==> config.mk <==
export PLATFORM = sky130hd
export DESIGN_NAME = transition_rate_monitor
export DESIGN_NICKNAME = d
export VERILOG_FILES = /design/src/rtl/transition_rate_monitor.sv
export SDC_FILE = /design/constraint.sdc
export NUM_CORES = 1
export LEC_CHECK = 0
export CAP_MARGIN = 20
export CORE_MARGIN = 3
export CORE_UTILIZATION = 49
export CTS_CLUSTER_SIZE = 25
export DETAILED_ROUTE_END_ITERATION = 16
export PLACE_DENSITY = 0.82
export RECOVER_POWER = 100
export SYNTH_ARGS = -nofsm -noshare
export SYNTH_HDL_FRONTEND = slang
export SYNTH_SLANG_ARGS = --single-unit
==> constraint.sdc <==
create_clock -name clk -period 7.5 [get_ports clk]
set_input_delay 1.5 -clock clk [delete_from_list [all_inputs] [get_ports clk]]
set_output_delay 1.5 -clock clk [all_outputs]
set_load 0.01 [all_outputs]
==> src/rtl/transition_rate_monitor.sv <==
// transition_rate_monitor: windowed transition-rate sampler with valid/ready output, threshold alarm and dropped-sample counter
module transition_rate_monitor #(
  parameter int unsigned WINDOW = 1000,
  parameter int unsigned MISS_W = 8
) (
  input  logic              clk,
  input  logic              reset,
  input  logic [63:0]       count,
  input  logic              enable,
  input  logic [63:0]       hi_thresh,
  output logic [63:0]       rate,
  output logic              rate_valid,
  input  logic              rate_ready,
  output logic              over_thresh,
  output logic              window_tick,
  output logic [MISS_W-1:0] missed
);
  typedef enum logic {IDLE, RUN} state_t;
  localparam logic [31:0] LAST = WINDOW - 32'd1;
  state_t state, state_d;
  logic [31:0] win_cnt;
  logic [63:0] base, delta;
  logic close, load, drop;
  // state register
  always_ff @(posedge clk or posedge reset)
    if (reset) state <= IDLE;
    else state <= state_d;
  // enable alone decides whether we measure; dropping it abandons the window
  always_comb state_d = enable ? RUN : IDLE;
  // close decode, delta (falls back to raw count when upstream restarted) and handshake outcome
  always_comb begin
    close = state == RUN && enable && win_cnt == LAST;
    delta = count >= base ? count - base : count;
    load  = close && (!rate_valid || rate_ready);
    drop  = close && rate_valid && !rate_ready;
  end
  // window position and the count captured at window start
  always_ff @(posedge clk or posedge reset)
    if (reset) begin
      win_cnt <= '0;
      base    <= '0;
    end else begin
      win_cnt <= state == RUN && enable && !close ? win_cnt + 32'd1 : '0;
      base    <= enable && (state == IDLE || close) ? count : base;
    end
  // output sample register, tick pulse and saturating drop counter
  always_ff @(posedge clk or posedge reset)
    if (reset) begin
      rate        <= '0;
      rate_valid  <= 1'b0;
      over_thresh <= 1'b0;
      window_tick <= 1'b0;
      missed      <= '0;
    end else begin
      window_tick <= close;
      rate_valid  <= load || (rate_valid && !rate_ready);
      rate        <= load ? delta : rate;
      over_thresh <= load ? delta > hi_thresh : over_thresh;
      missed      <= drop && !(&missed) ? missed + MISS_W'(1) : missed;
    end
endmodule

==> summary.md <==
| Metric | Value |
|---|---|
| EDFF count, synth | 0 |
| Worst setup EP type | flop |
| Area leader, netlist | dfrtp_1 |
| 1st-iter DRT viols | 680 |
| FF-to-FF path depth | 22 |
| Xor/xnor share of the synthesized area | 0.0556 |
| Period minus WS final | 6.87 ns |
| Violated checks | max-capacitance violations, max-slew violations |
| Core Region | roughly 27000 sq um |
| CP Launch Type | primary input |
| Post-DR wirelength/cell | between 15 and 20 microns |
| Antenna violations before repair | 0 |
| Worst Path Arrival | 7.26 ns |
| PostCTS Resize Cnt | 0 |
| Simple-Gate Fraction of Synth Area | 0.168 |
| CTS Buf Count | 17 |
| Setup bufs post-CTS | 0 |
| DR DRC count | 0 |
| Max_cap viols | 4 |
| Ports | ~210 |
| CTS tree | done |
| HPWL Detailed | ~30000 microns |
| First-pass GRT wire length | a little over 60000 microns |
| Die area | approximately 30000 sq um |
| Crit-path max FO | 8 |
| Hold/Removal Path Class | flop to flop |
| Count of cell types in the netlist | 75 |
| Most common flop cell mapped by yosys | dfrtp_1 |
| Maximum vdd drop | about 0.12 mV |
| Max Slew Vio Count | 243 |
| Slew margin rel. | -1.55 |
| Clock Tree Buf Depth | 2 |
| Clock transition at path regs | 0.07 ns |
| Pwr/cell area | ~200 nW/um^2 |
| Synth warn | 0 |
| Launch point of the worst path | count[0] |
| H-tree levels | 4 |
| Worst r2r src | base[20]$_DFFE_PP0P_ |
| Synth top area share | 0.317 |
| Largest family of logic cells by synthesized area | compound AO/OA/AOI/OAI gates |
| Worst-Margin Slew | approximately 3.8 ns |
| Synthesized area per cell | approximately 8.7 sq um |
| RSZ-0062 raised after global routing | false |
| Most common cell after layout, fill and taps aside | nand2_1 |
| Final hold violation count | 0 |
| GRT overflow | 0 |
| Layout cell share with drive strength beyond 1 | 0.0910 |
| IO buf count | 206 |
| Min-delay src | win_cnt[0]$_DFF_PP0_ |
| Mapped Cells | approximately 1.6k |
| Worst endpoint required time | ~8 ns |
| Post-route setup slack | about 0.63 ns |
| Mux share of post-synthesis cell area | 0.103 |
| Syn nets | around 1.8k |
| Post-Synth Adder-Cell Area | 0.121 |
| Fin area | about 16000 sq um |
| Vias in the first global route | between 10k and 15k |
| Lkg Pwr | slightly above 8 nW |
| Row cnt | 60 |
| Post-Syn Area | roughly 14000 sq um |
| Antenna Nets Post-Route | 0 |
| Clock sinks | 172 |
| Via density | about 5.6 |
| Area Growth Syn to Fin | 21.4% |
| Compound-Gate Fraction of Synth Area | 0.173 |
| Gr usage total | 0.257 |
| Final Skew | 0.0116 ns |
| Die H | roughly 170 microns |
| Setup TNS | 0 ns |
| Outcome | complete, but fails checks |
| Final setup fails | 0 |
| Clk_lat worst skew | approximately 0.44 ns |
| Register area share after synthesis | 0.317 |
| GP Congestion | between 0.9 and 1 |
| Layout net count | between 2k and 2.5k |
| Most frequent cells in the layout | nand2_1 (202), dfrtp_1 (172), inv_1 (152) |
| Via count | ~12k |
| Pre-CTS setup slack | about 0.47 ns |
| Period Utilization, post-route | 0.917 |
| Hold_buf cts | 0 |
| Hold depth | 1 |
| Initial core utilization | 0.500 |
| Async SR Flop Fraction | 1.00 |
| Die extent in x | ~170 microns |
| Design Power | ~3.4 mW |
| Synth top area cells | dfrtp_1 (32%), ha_1 (12%), mux2_2 (10%), nand2_1 (5.6%), inv_1 (4.2%) |
| Max Clk Rate | between 100 and 150 MHz |
| WS Path Type | primary input to flop |
| Largest net degree at the start of global routing | between 60 and 70 |
| Clock root buffer | clkbuf_16 |
| Pre-antenna DRT Iters | 5 |
| Dpl cell area | roughly 16000 sq um |
| WL final | between 30000 and 40000 microns |
| FF+latch count, synth | about 170 |
[area by class of cell]
class / instances / area, sq um
multi-input cells: 1181 / 8380
diodes: 1 / 2.50
flip-flops and latches: 172 / 4300
well taps: 372 / 465
clock buffers: 19 / 443
inverters: 153 / 576
clock inverters: 13 / 131
repair buffers: 220 / 2160
fillers: 2361 / 10600
[synth_stat cells (3+ instances only)]
cell       instances
a211oi_1           5
a21boi_0           3
a21o_1            57
a21oi_1          110
a221oi_1           6
a31o_2             3
a31oi_1           13
a41oi_1            4
and2_1            15
and3_1            17
and4_1             4
buf_2             17
buf_4              7
clkbuf_1          30
dfrtp_1          172
ha_1             130
inv_1            153
mux2_2           121
mux2i_1            3
nand2_1          203
nand2b_1           5
nand3_1           22
nand4_1           47
nor2_1            92
nor2b_1           15
nor3_1            21
nor3_2             3
nor4_1            13
o2111ai_1          5
o211ai_1          11
o21a_1            11
o21ai_0           71
o21ai_1            7
o21ai_2            3
o21bai_1          10
o31ai_1            8
or2_2              4
or3_1              7
xnor2_1           48
xor2_1            38
[per-stage QoR]
stage / hold WS, ns / instances / utilization
2_1_floorplan: 0.433 / 1564 / -
3_3_place_gp: 0.449 / 2097 / 0.588
3_5_place_dp: 0.451 / 2098 / 0.589
4_1_cts: 0.461 / 2130 / 0.610
5_1_grt: 0.494 / 2130 / 0.607
6_report: 0.459 / 2131 / 0.607
[routing by layer]
metal / routed length [microns] / up-vias / track usage
met1: 16500 / 5693 / 0.324
met3: 1970 / 57 / 0.0446
met4: 891 / 0 / 0.0691
met2: 18700 / 312 / 0.454
met5: 0 / - / 0
li1: - / 5865 / -
[critical path: stages]
cell and delay, ns:
dlygate4sd3_1 0.60, inv_1 0.09, ha_1 0.17, inv_1 0.06
fa_1 0.40, a21o_1 0.21, a311o_1 0.37, o211ai_2 0.11
a21oi_2 0.11, nor3_1 0.31, a211oi_1 0.21, o21a_1 0.33
buf_4 0.23, mux2_1 0.36, ha_1 0.32, nand3_1 0.10
nor2_1 0.11, nand2_1 0.07, nor2_1 0.34, a221oi_1 0.14
o211ai_1 0.24, a21oi_1 0.13, o311a_1 0.21, a2111o_1 0.45
nand2_1 0.07
[power breakdown]
part | switching (mW) | internal [mW] | total [mW]
clock | 0.429 | 0.477 | 0.906
combinational | 0.840 | 0.618 | 1.46
sequential | 0.0245 | 0.979 | 1.00
total | 1.29 | 2.07 | 3.37
[worst paths after layout]
| check | slack [ns] | endpoint |
|---|---|---|
| max | 0.63 | over_thresh$_DFFE_PP0P_ |
| min | 0.46 | win_cnt[0]$_DFF_PP0_ |
| max reg2reg | 1.87 | over_thresh$_DFFE_PP0P_ |
| min reg2reg | 0.46 | win_cnt[0]$_DFF_PP0_ |
| max in group asynchronous | 1.64 | rate[48]$_DFFE_PP0P_ |
| min in group asynchronous | 2.09 | rate[42]$_DFFE_PP0P_ |
[sequential cells by signal (all words and copies together), names as in the netlist]
signal / cells
base: 64
missed: 8
over_thresh: 1
rate: 64
rate_valid: 1
state: 1
win_cnt: 32
window_tick: 1
[cell families (layout without fill, tap and decap cells)]
logic type	after synthesis	count (layout)
and+or+nand+nor	481	481
AOI/OAI and AO/OA	359	359
buffers and inverters	211	405
DFF	172	172
adders and majority gates	131	131
muxes	124	124
xor gates and xnor gates	86	86
other	0	1
(Power assumes the default switching activity.)
